<file path="src/rtl/out_port_reader.sv">
// Consumer end of the CPU output port: capture FIFO, valid/ready drain
// to a sink, and a pollable status word on the CPU input port.
module out_port_reader #(
  parameter int DATA_W = 16,
  parameter int DEPTH  = 8
) (
  input  logic              clk,
  input  logic              rst_n,
  input  logic [DATA_W-1:0] cpu_out,
  input  logic              cpu_we,
  output logic [DATA_W-1:0] cpu_in,
  output logic [DATA_W-1:0] m_data,
  output logic              m_valid,
  input  logic              m_ready,
  input  logic              ovf_clr,
  output logic              full,
  output logic              empty
);

  localparam int CNT_W = $clog2(DEPTH) + 1;
  localparam int PTR_W = $clog2(DEPTH);
  localparam logic [CNT_W-1:0] DEPTH_C = CNT_W'(DEPTH);

  logic [DATA_W-1:0] mem_q [DEPTH];
  logic [PTR_W-1:0]  wr_ptr_q, wr_ptr_d;
  logic [PTR_W-1:0]  rd_ptr_q, rd_ptr_d;
  logic [CNT_W-1:0]  cnt_q, cnt_d, cnt_left;
  logic              ovf_q, ovf_d;
  logic              m_valid_q, m_valid_d;
  logic [DATA_W-1:0] m_data_q, m_data_d;
  logic              pop, push, ovf_set;

  assign full  = (cnt_q == DEPTH_C);
  assign empty = (cnt_q == '0);

  assign pop     = m_valid_q & m_ready;
  assign push    = cpu_we & (~full | pop);
  assign ovf_set = cpu_we & full & ~pop;

  // Output register reloads only from words already stored, which gives
  // the one-cycle show-ahead latency and keeps m_data stable on stall.
  always_comb begin
    cnt_left  = cnt_q - CNT_W'(pop);
    cnt_d     = cnt_left + CNT_W'(push);
    rd_ptr_d  = rd_ptr_q + PTR_W'(pop);
    wr_ptr_d  = wr_ptr_q + PTR_W'(push);
    m_valid_d = (cnt_left != '0);
    m_data_d  = m_valid_d ? mem_q[rd_ptr_d] : m_data_q;
    ovf_d     = ovf_set | (ovf_q & ~ovf_clr);
  end

  always_ff @(posedge clk) begin
    if (push) mem_q[wr_ptr_q] <= cpu_out;
  end

  always_ff @(posedge clk or negedge rst_n) begin
    if (!rst_n) begin
      wr_ptr_q  <= '0;
      rd_ptr_q  <= '0;
      cnt_q     <= '0;
      ovf_q     <= 1'b0;
      m_valid_q <= 1'b0;
      m_data_q  <= '0;
    end else begin
      wr_ptr_q  <= wr_ptr_d;
      rd_ptr_q  <= rd_ptr_d;
      cnt_q     <= cnt_d;
      ovf_q     <= ovf_d;
      m_valid_q <= m_valid_d;
      m_data_q  <= m_data_d;
    end
  end

  assign m_valid = m_valid_q;
  assign m_data  = m_data_q;

  always_comb begin
    cpu_in             = '0;
    cpu_in[CNT_W-1:0]  = cnt_q;
    cpu_in[DATA_W-3]   = ovf_q;
    cpu_in[DATA_W-2]   = empty;
    cpu_in[DATA_W-1]   = full;
  end

endmodule

</file>
<file path="config.mk">
export PLATFORM = sky130hd
export DESIGN_NAME = out_port_reader
export DESIGN_NICKNAME = d
export VERILOG_FILES = /design/src/rtl/out_port_reader.sv
export SDC_FILE = /design/constraint.sdc
export NUM_CORES = 1
export LEC_CHECK = 0
export ABC_AREA = 1
export BUFFER_PORTS_ARGS = -buffer_cell sky130_fd_sc_hd__buf_2
export CAP_MARGIN = 30
export CORE_MARGIN = 10
export CORE_UTILIZATION = 27
export DETAILED_ROUTE_END_ITERATION = 8
export GPL_TIMING_DRIVEN = 0
export PLACE_DENSITY = 0.47
export SYNTH_ARGS = -nofsm -noshare
export SYNTH_HDL_FRONTEND = slang
export SYNTH_SLANG_ARGS = --single-unit
</file>
<file path="constraint.sdc">
create_clock -name clk -period 3.5 [get_ports clk]
set_input_delay 0.35 -clock clk [delete_from_list [all_inputs] [get_ports clk]]
set_output_delay 0.35 -clock clk [all_outputs]
set_load 0.02 [all_outputs]
</file>
## Yosys cells after proc, flatten, opt, wreduce, memory -nomap -nowiden

Memory sizes are Yosys's and may differ from the RTL's. A register that Yosys moved wholly into a read port is not among the register bits.
Cells that the tools add are included.

- Register bits: 12
- RAM bits: 128
- Input bits: 21
- Logic and storage cells: 26
- Memories: 1

Memory list:

| name | depth | width | rd ports | clocked after memory_dff | write ports | line | RTL |
|---|---|---|---|---|---|---|---|
| mem_q | 8 | 16 | 1 | 1 | 1 | 24 | `logic [DATA_W-1:0] mem_q [DEPTH];` |

- Add/subtract/negate cells: 4
- Eq/ne operators: 1
- Mux-type cells: 2
- Bitwise logic cells: 10
- Reduce and logical (&&, ||, !) cells: 3

Operators with widths:

| cell | number |
|---|---|
| $add A3 B1 Y3 | 2 |
| $and A1 B1 Y1 | 5 |
| $add A4 B1 Y4 | 1 |
| $eq A4 B4 Y1 const B | 1 |
| $logic_not A4 Y1 | 1 |
| $reduce_bool A4 Y1 | 1 |
| $sub A4 B1 Y4 | 1 |
| $not A1 Y1 | 3 |
| $mux W1 | 2 |
| $or A1 B1 Y1 | 2 |
| $logic_not A1 Y1 | 1 |

## Depth between registers and ports, before layout

Gate-level depths: netlist (run 1).

- Word-level depth: 6
- Gate-level depth with buffers: 11
- Mapped depth without buffers: 10

## Least setup slack after synthesis (run 1)

No wires, ideal clock.

- Kind: reg2reg
- From: reg cnt_q[1]
- To: reg cnt_q[2]
- Setup time: 0.125 ns
- Arrival: 2.167 ns
- Slack: 1.208 ns
- Stages on the path, launching flop included: 10
- Clock period less this slack: 2.292 ns
- Cells stage by stage: dfrtp_1 -> inv_1 -> nand2_1 -> nor3_1 -> nand2_1 -> nand2_1 -> inv_1 -> ha_1 -> ha_1 -> xor2_1

- Cells in the longest elaborated chain, start to end: 5

RTL lines:

| what | line | RTL |
|---|---|---|
| start, declared | 27 | `logic [CNT_W-1:0] cnt_q, cnt_d, cnt_left;` |
| start signal, assigned | 67 | `cnt_q <= cnt_d;` |
| $eq A4 B4 Y1 | 33 | `assign full = (cnt_q == DEPTH_C);` |
| named net full | 16 | `output logic full,` |
| $not A1 Y1 | 37 | `assign push = cpu_we & (~full \| pop);` |
| $or A1 B1 Y1 | 37 |  |
| $and A1 B1 Y1 | 37 |  |
| $add A4 B1 Y4 | 44 | `cnt_d = cnt_left + CNT_W'(push);` |
| named net cnt_d[2] | 27 |  |

The timed path passes the listed nets, and every way through them passes these cells.

## Final worst setup path (run 1)

- From: reg m_valid_q (netlist: m_valid)
- To: reg m_data_q[15] (netlist: m_data[15]), read port of mem_q

RTL lines:

| what | line | RTL |
|---|---|---|
| start, declared | 29 | `logic m_valid_q, m_valid_d;` |
| start signal, assigned | 69 | `m_valid_q <= m_valid_d;` |
| $and A1 B1 Y1 | 36 | `assign pop = m_valid_q & m_ready;` |
| $add A3 B1 Y3 | 45 | `rd_ptr_d = rd_ptr_q + PTR_W'(pop);` |
| named net rd_ptr_d[1] | 26 | `logic [PTR_W-1:0] rd_ptr_q, rd_ptr_d;` |
| end, declared | 30 | `logic [DATA_W-1:0] m_data_q, m_data_d;` |

The timed path passes the listed nets, and every way through them passes these cells.

==> metrics.md, run 1 <==
| Metric | Value |
|---|---|
| Status | finished, violations left |
| Failing checks | negative hold slack |
| Final hold vios | 5 |
| Syn_area_per_cell | 10.7 um2 |
| Initial antenna violation count | 0 |
| CP Launch Point | m_valid$_DFF_PN0_ |
| R2R Setup Slk | 1.12 ns |
| Global route overflow | 0 |
| Layout Utilization | 0.332 |
| Worst Setup Start Kind | flip-flop |
| Total core area | approximately 0.024 mm2 |
| Post-synthesis sequential area ratio | 0.677 |
| Number of remaining DRC errors | 0 |
| Setup Fix Bufs, Post-CTS | 0 |
| Mapped Cells | 629 |
| NumNets Final | 739 |
| Hold_ws | -0.00439 ns |
| First-iteration detailed-routing DRC count | 257 |
| DRT Pass-1 Iters | 4 |
| Gpl congestion | 0.738 |
| Die W | ~180 um |
| Critical Path RT | 3.86 ns |
| Endpoint type of the worst setup path | flip-flop |
| Reg2Reg Depth | 10 |
| Yosys top cell by area | edfxtp_1 |
| CTS clk-pin slew, worst paths | 0.06 ns |
| Post-cts sizing count | 0 |
| Worst slew margin | 0.494 |
| RR Endpoint | m_data[15]$_DFFE_PN0P_ |
| Sequential power share | 0.335 |
| Aggregate global-route resource usage | 0.108 |
| Worst clock skew | between 0.01 and 0.015 ns |
| # IOs | 56 |
| Post-Route WL | 16300 um |
| Most instantiated library cell after synthesis | nand2_1 |
| H-tree levels | 4 |
| Cell repeated most along the worst path | nand3_1 |
| Sink Count | about 160 |
| Setup TNS | 0 ns |
| Commonest cells post-synth | nand2_1, edfxtp_1, nand3_1 |
| Area Overhead vs Synth | 20.8% |
| Dominant synthesized flop cell | edfxtp_1 |
| Max-Cap Viols | 0 |
| Post-synth EDFFs | 128 |
| Top cell type's share of synthesized area | 0.573 |
| Power Dens Cells | 949 mW/mm2 |
| Area of the die | 0.0316 mm2 |
| Cell Chain, Critical Path | nand2_1 > inv_1 > ha_1 > ha_1 > buf_2 > clkbuf_1 > nand3_1 > nand3_1 > nand3_1 > nand2_1 |
| Combinational power share | 0.431 |
| Maximum vdd drop | 0.433 mV |
| Internal power | 4.60 mW |
| Vias in the first global route | 4275 |
| Number of core rows | 57 |
| NetSw | slightly above 3 mW |
| Critical Path Fanout Max | 10 |
| Distinct cells, synth | 23 |
| Launching point of the worst reg2reg path | m_valid$_DFF_PN0_ |
| Post-route clock period utilization | 0.680 |
| Sw Share | 0.402 |
| YS warnings | 0 |
| Area contributors post-synth | edfxtp_1, dfrtp_1, nand2_1 |
| Slowest cell delay on critical path | 0.57 ns |
| Critical path depth | 10 |
| Min Tclk post-route | between 2 and 2.5 ns |
| DPL Wire Length | about 11000 um |
| CTS buffer count | 17 |
| DRT antenna net count | 0 |
| Async SR Flop Fraction | 0.179 |
| Worst EP arrival | between 2 and 3 ns |
| Later-pin clock latency in the skew report | between 0.4 and 0.5 ns |
| Slowest stage cell on the critical path | clkbuf_1 |
| Via count | 4280 |
| #FFs+latches synth | 156 |
| WS Path Type | flip-flop to flip-flop |
| Final setup viols | 0 |
| FMAX | 420 MHz |
| Root buf cell | clkbuf_16 |
| DIE HEIGHT | 178 um |
| WL/cell | between 15 and 20 um |
| Bufs and invs on worst path | 3 |
| CP top delay family | buffers and inverters |
| Hold_buf cts | 0 |
| Vias per std cell | just over 4 |
| Max Slew Vio Count | 0 |
| Clk pwr share | 0.234 |
| Power, Total | around 7.7 mW |
| First-pass GRT wire length | between 20000 and 30000 um |
| Share of cells above drive strength 1 | 0.202 |
| Largest net degree at the start of global routing | 29 |
| Slew @ Worst Pin | between 0.7 and 0.8 ns |
| Initial core utilization | 0.275 |
| Port bufs | 46 |
| RSZ-0062 raised after global routing | false |
| Setup crit end | m_data[15]$_DFFE_PN0P_ |
| CTS tree | built |
| CTS Buffer Depth | 2 |
| Leak Pwr | 3.40 nW |
| Netlist Area Pre-Place | 0.00671 mm2 |
| N_diodes | 0 |
| Min-delay worst type | primary input to async pin |
[flip-flops by register name (all words and copies together) (netlist names)]
name      count
cnt_q         4
m_data       16
m_valid       1
mem_q       128
ovf_q         1
rd_ptr_q      3
wr_ptr_q      3
[layer usage]
metal / up-vias / global-route usage / wire (um) / share of wire
li1: 2182 / - / - / -
met1: 1995 / 0.139 / 7480 / 0.46
met2: 89 / 0.171 / 7730 / 0.47
met3: 14 / 0.0306 / 926 / 0.057
met4: 0 / 0.0340 / 181 / 0.011
met5: - / 0 / 0 / 0
[worst register-to-register path: stages, from the launching register on]
cell	delay (ns)
dfrtp_1	0.37
nand2_1	0.10
inv_1	0.08
ha_1	0.19
ha_1	0.28
buf_2	0.22
clkbuf_1	0.58
nand3_1	0.17
nand3_1	0.14
nand3_1	0.11
nand2_1	0.08
[cell type report]
cell class	count	area, um2
Inverter	76	285
Timing Repair Buffer	54	363
Clock buffer	21	460
Clock inverter	11	118
Buffer	37	211
Fill cell	2459	16300
Tap cell	324	405
Multi-Input combinational cell	368	1720
Sequential cell	156	4540
[kinds of logic (layout without fill, tap and decap cells)]
family          Yosys count  after routing  share of synthesized area
compound gates            1              1                   0.000745
xor+xnor                  5              5                    0.00877
fa+ha+maj                 8              8                     0.0149
buf+inv                 113            199                     0.0740
flops                   156            156                      0.677
other cells               1              9                   0.000559
simple gates            345            345                      0.224
[worst min-delay path by stage]
stage	slack, ns	endpoint	startpoint	depth (start not counted)
floorplan	0.05	cnt_q[0]$_DFF_PN0_	rst_n	0
global placement	0.46	m_data[1]$_DFFE_PN0P_	m_data[1]$_DFFE_PN0P_	2
detailed placement	0.46	m_data[14]$_DFFE_PN0P_	m_data[14]$_DFFE_PN0P_	2
CTS	0.02	cnt_q[3]$_DFF_PN0_	rst_n	1
global route	0.05	cnt_q[3]$_DFF_PN0_	rst_n	1
finish	-0.004	cnt_q[3]$_DFF_PN0_	rst_n	1
[power groups by stage]
stage	Combinational (mW)	Clock, mW	Sequential [mW]
after detailed placement	3.39	0	2.62
after floorplan	2.05	0	2.75
after global placement	3.29	0	2.62
after global routing	3.73	1.93	2.62
final	3.31	1.80	2.58
after CTS	3.40	1.85	2.58
[metrics by stage]
| step | instance area (um2) | worst slack, ns | instances |
|---|---|---|---|
| finish | 8110 | 1.12 | 1047 |
| floorplan | 6740 | 1.21 | 637 |
| CTS | 8110 | 1.11 | 1047 |
| global placement | 7380 | 0.639 | 1007 |
| global route | 8110 | 0.927 | 1047 |
| detailed placement | 7530 | 1.05 | 1015 |
[cell usage in the layout (no fill, tap or decap)]
| cell | n |
|---|---|
| buf_16 | 1 |
| buf_2 | 56 |
| buf_4 | 14 |
| buf_6 | 1 |
| buf_8 | 7 |
| bufinv_16 | 2 |
| clkbuf_1 | 14 |
| clkbuf_16 | 17 |
| clkbuf_8 | 2 |
| clkinv_1 | 2 |
| clkinv_2 | 2 |
| clkinv_4 | 1 |
| clkinvlp_4 | 3 |
| conb_1 | 9 |
| dfrtp_1 | 28 |
| edfxtp_1 | 128 |
| ha_1 | 8 |
| inv_1 | 75 |
| inv_2 | 1 |
| inv_6 | 1 |
| nand2_1 | 143 |
| nand2_2 | 1 |
| nand3_1 | 90 |
| nand3_2 | 1 |
| nor2_1 | 67 |
| nor2_2 | 9 |
| nor3_1 | 2 |
| o21ai_0 | 1 |
| or2_0 | 7 |
| or2_2 | 25 |
| xnor2_2 | 1 |
| xor2_1 | 3 |
| xor2_2 | 1 |
(Power assumes the default switching activity.)
==> run 2: changes to the inputs <==
==> constraint.sdc (replaced) <==
create_clock -name clk -period 2.4 [get_ports clk]
set_input_delay 0.24 -clock clk [delete_from_list [all_inputs] [get_ports clk]]
set_output_delay 0.24 -clock clk [all_outputs]
set_load 0.02 [all_outputs]
==> metrics.md, run 2 (synthesized netlist as in run 1, its figures left out) <==
| Metric | Value |
|---|---|
| Status | finished clean (was finished, violations left) |
| Layout Utilization | 0.334 (was 0.332) |
| DRT antenna net count | 0 (unchanged) |
| Min Tclk post-route | 2.23 ns (was 2.38 ns) |
| Layout filler cell count | 2453 (was 2459) |
| Cells after DPL | 1015 (unchanged) |
| Vias per std cell | 4.13 (was 4.09) |
| Post-Route WL | 16500 um (was 16300 um) |
| CTS tree | built (unchanged) |
| Min-delay src | cpu_out[5] |
| Final instance area | 0.00814 mm2 (was 0.00811 mm2) |
| Cell Chain, Critical Path | nand2_1 > inv_1 > ha_1 > ha_1 > xnor2_2 > buf_2 > nand3_1 > nand3_1 > nand2_1 (was nand2_1 > inv_1 > ha_1 > ha_1 > buf_2 > clkbuf_1 > nand3_1 > nand3_1 > nand3_1 > nand2_1) |
| Critical Path Fanout Max | 10 (unchanged) |
| Number of flip-flops in the largest register | 128 (unchanged) |
| Port bufs | 46 (unchanged) |
| Placed Area | 0.00753 mm2 (unchanged) |
| Area of the die | 0.0316 mm2 (unchanged) |
| Largest reg by FF count | mem_q (unchanged) |
| Slowest cell delay on critical path | 0.43 ns (was 0.57 ns) |
| Root buf cell | clkbuf_16 (unchanged) |
| Initial core utilization | 0.275 (unchanged) |
| Min-delay worst type | primary input to flip-flop (was primary input to async pin) |
| Largest net degree at the start of global routing | 29 (unchanged) |
| CTS clk-pin slew, worst paths | 0.07 ns (was 0.06 ns) |
| H-tree levels | 4 (unchanged) |
| Leak Pwr | 3.43 nW (was 3.40 nW) |
| Setup TNS | 0 ns (unchanged) |
| FMAX | 448 MHz (was 420 MHz) |
| Global route overflow | 0 (unchanged) |
| Setup Fix Bufs, Post-CTS | 0 (unchanged) |
| Die W | 178 um (unchanged) |
| DRT Pass-1 Iters | 4 (unchanged) |
| Worst slew margin | 0.495 (was 0.494) |
| First-pass GRT wire length | 25000 um (about the same) |
| Final hold vios | 0 (was 5) |
| CP top delay family | buffers and inverters (unchanged) |
| Hold EP | mem_q[0][5]$_DFFE_PP_ |
| Hold_ws | 0.0942 ns (was -0.00439 ns) |
| Via count | 4331 (was 4280) |
| Finished Layout Cells | 1049 (was 1047) |
| NumNets Final | 741 (was 739) |
| RSZ-0062 raised after global routing | false (unchanged) |
| DIE HEIGHT | 178 um (unchanged) |
| Initial antenna violation count | 0 (unchanged) |
| DPL Wire Length | 11000 um (unchanged) |
| Commonest non-fill, non-tap cell in the layout | nand2_1 (unchanged) |
| Reg2Reg Depth | 9 (was 10) |
| Number of remaining DRC errors | 0 (unchanged) |
| Critical Path RT | 2.71 ns (was 3.86 ns) |
| Gpl congestion | 0.738 (unchanged) |
| WS Path Type | flip-flop to flip-flop (unchanged) |
| CTS buffer count | 17 (unchanged) |
| Max-Cap Viols | 0 (unchanged) |
| Place WS | 0.0234 ns (was 1.05 ns) |
| Slew @ Worst Pin | 0.758 ns (was 0.759 ns) |
| Setup ws final | 0.169 ns (was 1.12 ns) |
| Post-route clock period utilization | 0.930 (was 0.680) |
| Share of cells above drive strength 1 | 0.210 (was 0.202) |
| # IOs | 56 (unchanged) |
| Worst EP arrival | 2.54 ns (was 2.75 ns) |
| RR Endpoint | m_data[12]$_DFFE_PN0P_ (was m_data[15]$_DFFE_PN0P_) |
| R2R Setup Slk | 0.17 ns (was 1.12 ns) |
| Endpoint type of the worst setup path | flip-flop (unchanged) |
| WL/cell | 15.7 um (was 15.6 um) |
| Launching point of the worst reg2reg path | m_valid$_DFF_PN0_ (unchanged) |
| First-iteration detailed-routing DRC count | 282 (was 257) |
| Hold path depth | 1 |
| Sink Count | 156 (unchanged) |
| Most frequent cells in the layout | nand2_1, edfxtp_1, nand3_1 (unchanged) |
| Slowest stage cell on the critical path | xnor2_2 (was clkbuf_1) |
| Aggregate global-route resource usage | 0.108 (about the same) |
| Area Overhead vs Synth | 21.2% (was 20.8%) |
| Max Slew Vio Count | 0 (unchanged) |
| Final setup viols | 0 (unchanged) |
| Bufs and invs on worst path | 2 (was 3) |
| Worst Setup Start Kind | flip-flop (unchanged) |
| CP Launch Point | m_valid$_DFF_PN0_ (unchanged) |
| Maximum vdd drop | 0.642 mV (was 0.433 mV) |
| Total core area | 0.0244 mm2 (unchanged) |
| Power, Total | 11.3 mW (was 7.69 mW) |
| Later-pin clock latency in the skew report | 0.43 ns (about the same) |
| Vias in the first global route | 4287 (was 4275) |
| Number of core rows | 57 (unchanged) |
| CTS Buffer Depth | 2 (unchanged) |
| N_diodes | 0 (unchanged) |
| Worst clock skew | 0.00867 ns (was 0.0116 ns) |
| Power Dens Cells | 1390 mW/mm2 (was 949 mW/mm2) |
==> run 2: layer usage <==
layer	GRT usage	vias up	wire [um]
li1	-	2183	-
met1	0.139	2047	7740
met2	0.171	86	7690
met3	0.0306	15	886
met4	0.0340	0	205
met5	0	-	0
==> run 2: power by group <==
group / internal [mW] / switching (mW) / leakage (nW) / total [mW]
sequential: 3.54 / 0.215 / 1.49 / 3.76
combinational: 1.60 / 3.27 / 1.67 / 4.87
clock: 1.58 / 1.06 / 0.275 / 2.64
==> run 2: worst max-delay path by stage <==
stage | slack (ns) | cells past startpoint | to
after floorplan | 0.11 | 9 | cnt_q[2]$_DFF_PN0_
after global placement | -0.46 | 6 | mem_q[6][12]$_DFFE_PP_
after detailed placement | 0.02 | 10 | m_data[4]$_DFFE_PN0P_
after CTS | 0.007 | 11 | m_data[9]$_DFFE_PN0P_
after global routing | 0.004 | 9 | m_data[12]$_DFFE_PN0P_
final | 0.17 | 9 | m_data[12]$_DFFE_PN0P_
==> run 2: cell type report <==
class	count	area, um2	share of cell area
Clock inverter	11	118	0.0145
Clock buffer	21	460	0.0566
Sequential cell	156	4540	0.559
Inverter	76	285	0.0351
Tap cell	324	405	0.0498
Buffer	37	218	0.0268
Multi-Input combinational cell	368	1720	0.212
Timing Repair Buffer	56	383	0.0471
==> run 2: what timing repair did <==
| item | 4_1_cts | 5_1_grt |
|---|---|---|
| hold buffers | 2 | 0 |
| hold endpoints to repair | 29 | 0 |
| gates resized for setup | 0 | 11 |
| endpoints found under the setup margin | 0 | 18 |
==> run 3: changes to the inputs <==
--- a/config.mk
+++ b/config.mk
@@ -12,7 +12,6 @@
 export CORE_UTILIZATION = 27
 export DETAILED_ROUTE_END_ITERATION = 8
 export GPL_TIMING_DRIVEN = 0
-export PLACE_DENSITY = 0.47
 export SYNTH_ARGS = -nofsm -noshare
 export SYNTH_HDL_FRONTEND = slang
 export SYNTH_SLANG_ARGS = --single-unit
==> metrics.md, run 3 (synthesized netlist as in run 1, its figures left out) <==
| Metric | Value |
|---|---|
| Status | finished clean (unchanged) |
| N_diodes | 0 (unchanged) |
| Area of the multi-input gates | 0.00173 mm2 (was 0.00172 mm2) |
| Worst clock skew | 0.00780 ns (was 0.00867 ns) |
| Worst EP arrival | 2.54 ns (about the same) |
| Commonest non-fill, non-tap cell in the layout | nand2_1 (unchanged) |
| Initial core utilization | 0.275 (unchanged) |
| NumNets Final | 741 (unchanged) |
| First-iteration detailed-routing DRC count | 298 (was 282) |
| WS Path Type | flip-flop to flip-flop (unchanged) |
| DRT Pass-1 Iters | 5 (was 4) |
| Port bufs | 46 (unchanged) |
| Final hold vios | 0 (unchanged) |
| Aggregate global-route resource usage | 0.106 (was 0.108) |
| Setup ws final | 0.175 ns (was 0.169 ns) |
| Internal power | 6.83 mW (was 6.73 mW) |
| Max-Cap Viols | 0 (unchanged) |
| DIE HEIGHT | 178 um (unchanged) |
| Vias per std cell | 4.25 (was 4.13) |
| Area of the die | 0.0316 mm2 (unchanged) |
| Slew @ Worst Pin | 0.742 ns (was 0.758 ns) |
| Vias in the first global route | 4464 (was 4287) |
| CTS Buffer Depth | 2 (unchanged) |
| Area Overhead vs Synth | 21.7% (was 21.2%) |
| DPL Wire Length | 11000 um (about the same) |
| Layout filler cell count | 2422 (was 2453) |
| Finished Layout Cells | 1049 (unchanged) |
| Max Slew Vio Count | 0 (unchanged) |
| Number of flip-flops in the largest register | 128 (unchanged) |
| CTS clk-pin slew, worst paths | 0.06 ns (was 0.07 ns) |
| Sequential Area | 0.00454 mm2 (unchanged) |
| Later-pin clock latency in the skew report | 0.43 ns (about the same) |
| Gpl congestion | 0.753 (was 0.738) |
| Leak Pwr | 3.44 nW (was 3.43 nW) |
| Power Dens Cells | 1390 mW/mm2 (about the same) |
| Setup TNS | 0 ns (unchanged) |
| Sequential power share | 0.331 (was 0.334) |
| Final instance area | 0.00817 mm2 (was 0.00814 mm2) |
| CTS tree | built (unchanged) |
| Maximum vdd drop | 0.740 mV (was 0.642 mV) |
| Worst slew margin | 0.505 (was 0.495) |
| Sw Share | 0.400 (was 0.403) |
| Critical Path RT | 2.72 ns (was 2.71 ns) |
| Total core area | 0.0244 mm2 (unchanged) |
| Largest reg by FF count | mem_q (unchanged) |
| FMAX | 449 MHz (was 448 MHz) |
| Largest net degree at the start of global routing | 29 (unchanged) |
| DRT antenna net count | 0 (unchanged) |
| Sink Count | 156 (unchanged) |
| RSZ-0062 raised after global routing | false (unchanged) |
| Root buf cell | clkbuf_16 (unchanged) |
| Min Tclk post-route | 2.23 ns (about the same) |
| Clk pwr share | 0.242 (was 0.234) |
| Critical Path Fanout Max | 10 (unchanged) |
| Via count | 4455 (was 4331) |
| Endpoint type of the worst setup path | flip-flop (unchanged) |
| WL/cell | 15.4 um (was 15.7 um) |
| Most frequent cells in the layout | nand2_1, edfxtp_1, nand3_1 (unchanged) |
| Power, Total | 11.4 mW (was 11.3 mW) |
| Placed Area | 0.00752 mm2 (was 0.00753 mm2) |
| Hold_ws | 0.0804 ns (was 0.0942 ns) |
| H-tree levels | 4 (unchanged) |
| Global route overflow | 0 (unchanged) |
| Post-Route WL | 16200 um (was 16500 um) |
| Share of cells above drive strength 1 | 0.214 (was 0.210) |
| NetSw | 4.55 mW (was 4.54 mW) |
| First-pass GRT wire length | 25000 um (about the same) |
| Initial antenna violation count | 0 (unchanged) |
| Post-route clock period utilization | 0.927 (was 0.930) |
| Min-delay worst type | primary input to flip-flop (unchanged) |
| Combinational power share | 0.427 (was 0.432) |
| Worst Setup Start Kind | flip-flop (unchanged) |
| Cells after DPL | 1015 (unchanged) |
| # IOs | 56 (unchanged) |
| Number of core rows | 57 (unchanged) |
| Number of remaining DRC errors | 0 (unchanged) |
| Place WS | 0.0655 ns (was 0.0234 ns) |
| Final setup viols | 0 (unchanged) |
| CTS buffer count | 17 (unchanged) |
| Layout Utilization | 0.335 (was 0.334) |
| Die W | 178 um (unchanged) |
run 3: changes by cell type in the layout (fill, tap and decap cells not counted):
cell,before,now
buf_8,7,8
clkbuf_1,9,8
buf_16,1,0
inv_6,1,2
clkinv_4,1,3
xnor2_4,0,1
clkbuf_8,2,1
clkinv_1,2,0
xnor2_2,1,0
bufinv_16,2,3
run 3: power groups by stage:
stage / registers, mW / logic (mW) / clock network [mW]
after floorplan: 4.01 / 2.99 / 0
after global placement: 3.80 / 4.65 / 0
after detailed placement: 3.80 / 4.86 / 0
after CTS: 3.75 / 4.89 / 2.80
after global routing: 3.82 / 5.43 / 2.93
final: 3.76 / 4.86 / 2.75
run 3: metal layers:
layer	share of wire	GRT usage	wire length (um)
met1	0.44	0.132	7150
met2	0.47	0.168	7570
met3	0.077	0.0376	1240
met4	0.012	0.0330	195
met5	0	0	0
run 3: what timing repair did:
action,CTS,global route
endpoints found under the hold margin,29,0
setup buffers,0,0
setup endpoints to repair,0,17
hold buffers,2,0
resized for setup,0,12
run 3: final cells by class:
class | count | share of cell area
sequential | 156 | 0.557
multi-input combinational | 368 | 0.212
clock buffer | 19 | 0.0542
tap | 324 | 0.0496
timing repair buffer | 56 | 0.0454
inverter | 76 | 0.0349
buffer | 37 | 0.0267
clock inverter | 13 | 0.0204
run 3: final timing paths:
path                       cells past startpoint  slack, ns                     end                   from
setup / recovery                               9       0.17  m_data[11]$_DFFE_PN0P_      m_valid$_DFF_PN0_
hold / removal                                 3       0.08         ovf_q$_DFF_PN0_                 cpu_we
setup reg to reg                               9       0.17  m_data[11]$_DFFE_PN0P_      m_valid$_DFF_PN0_
hold reg to reg                                2       0.47   m_data[4]$_DFFE_PN0P_  m_data[4]$_DFFE_PN0P_
max in group asynchronous                      2       1.49  m_data[12]$_DFFE_PN0P_                  rst_n
min in group asynchronous                      2       0.43      cnt_q[2]$_DFF_PN0_                  rst_n
run 3: critical path, stage by stage, from the launching register on:
cell	delay, ns
dfrtp_1	0.38
nand2_1	0.10
inv_1	0.09
ha_1	0.19
ha_1	0.29
xor2_2	0.54
buf_6	0.25
nand3_1	0.10
nand3_1	0.11
nand2_1	0.06
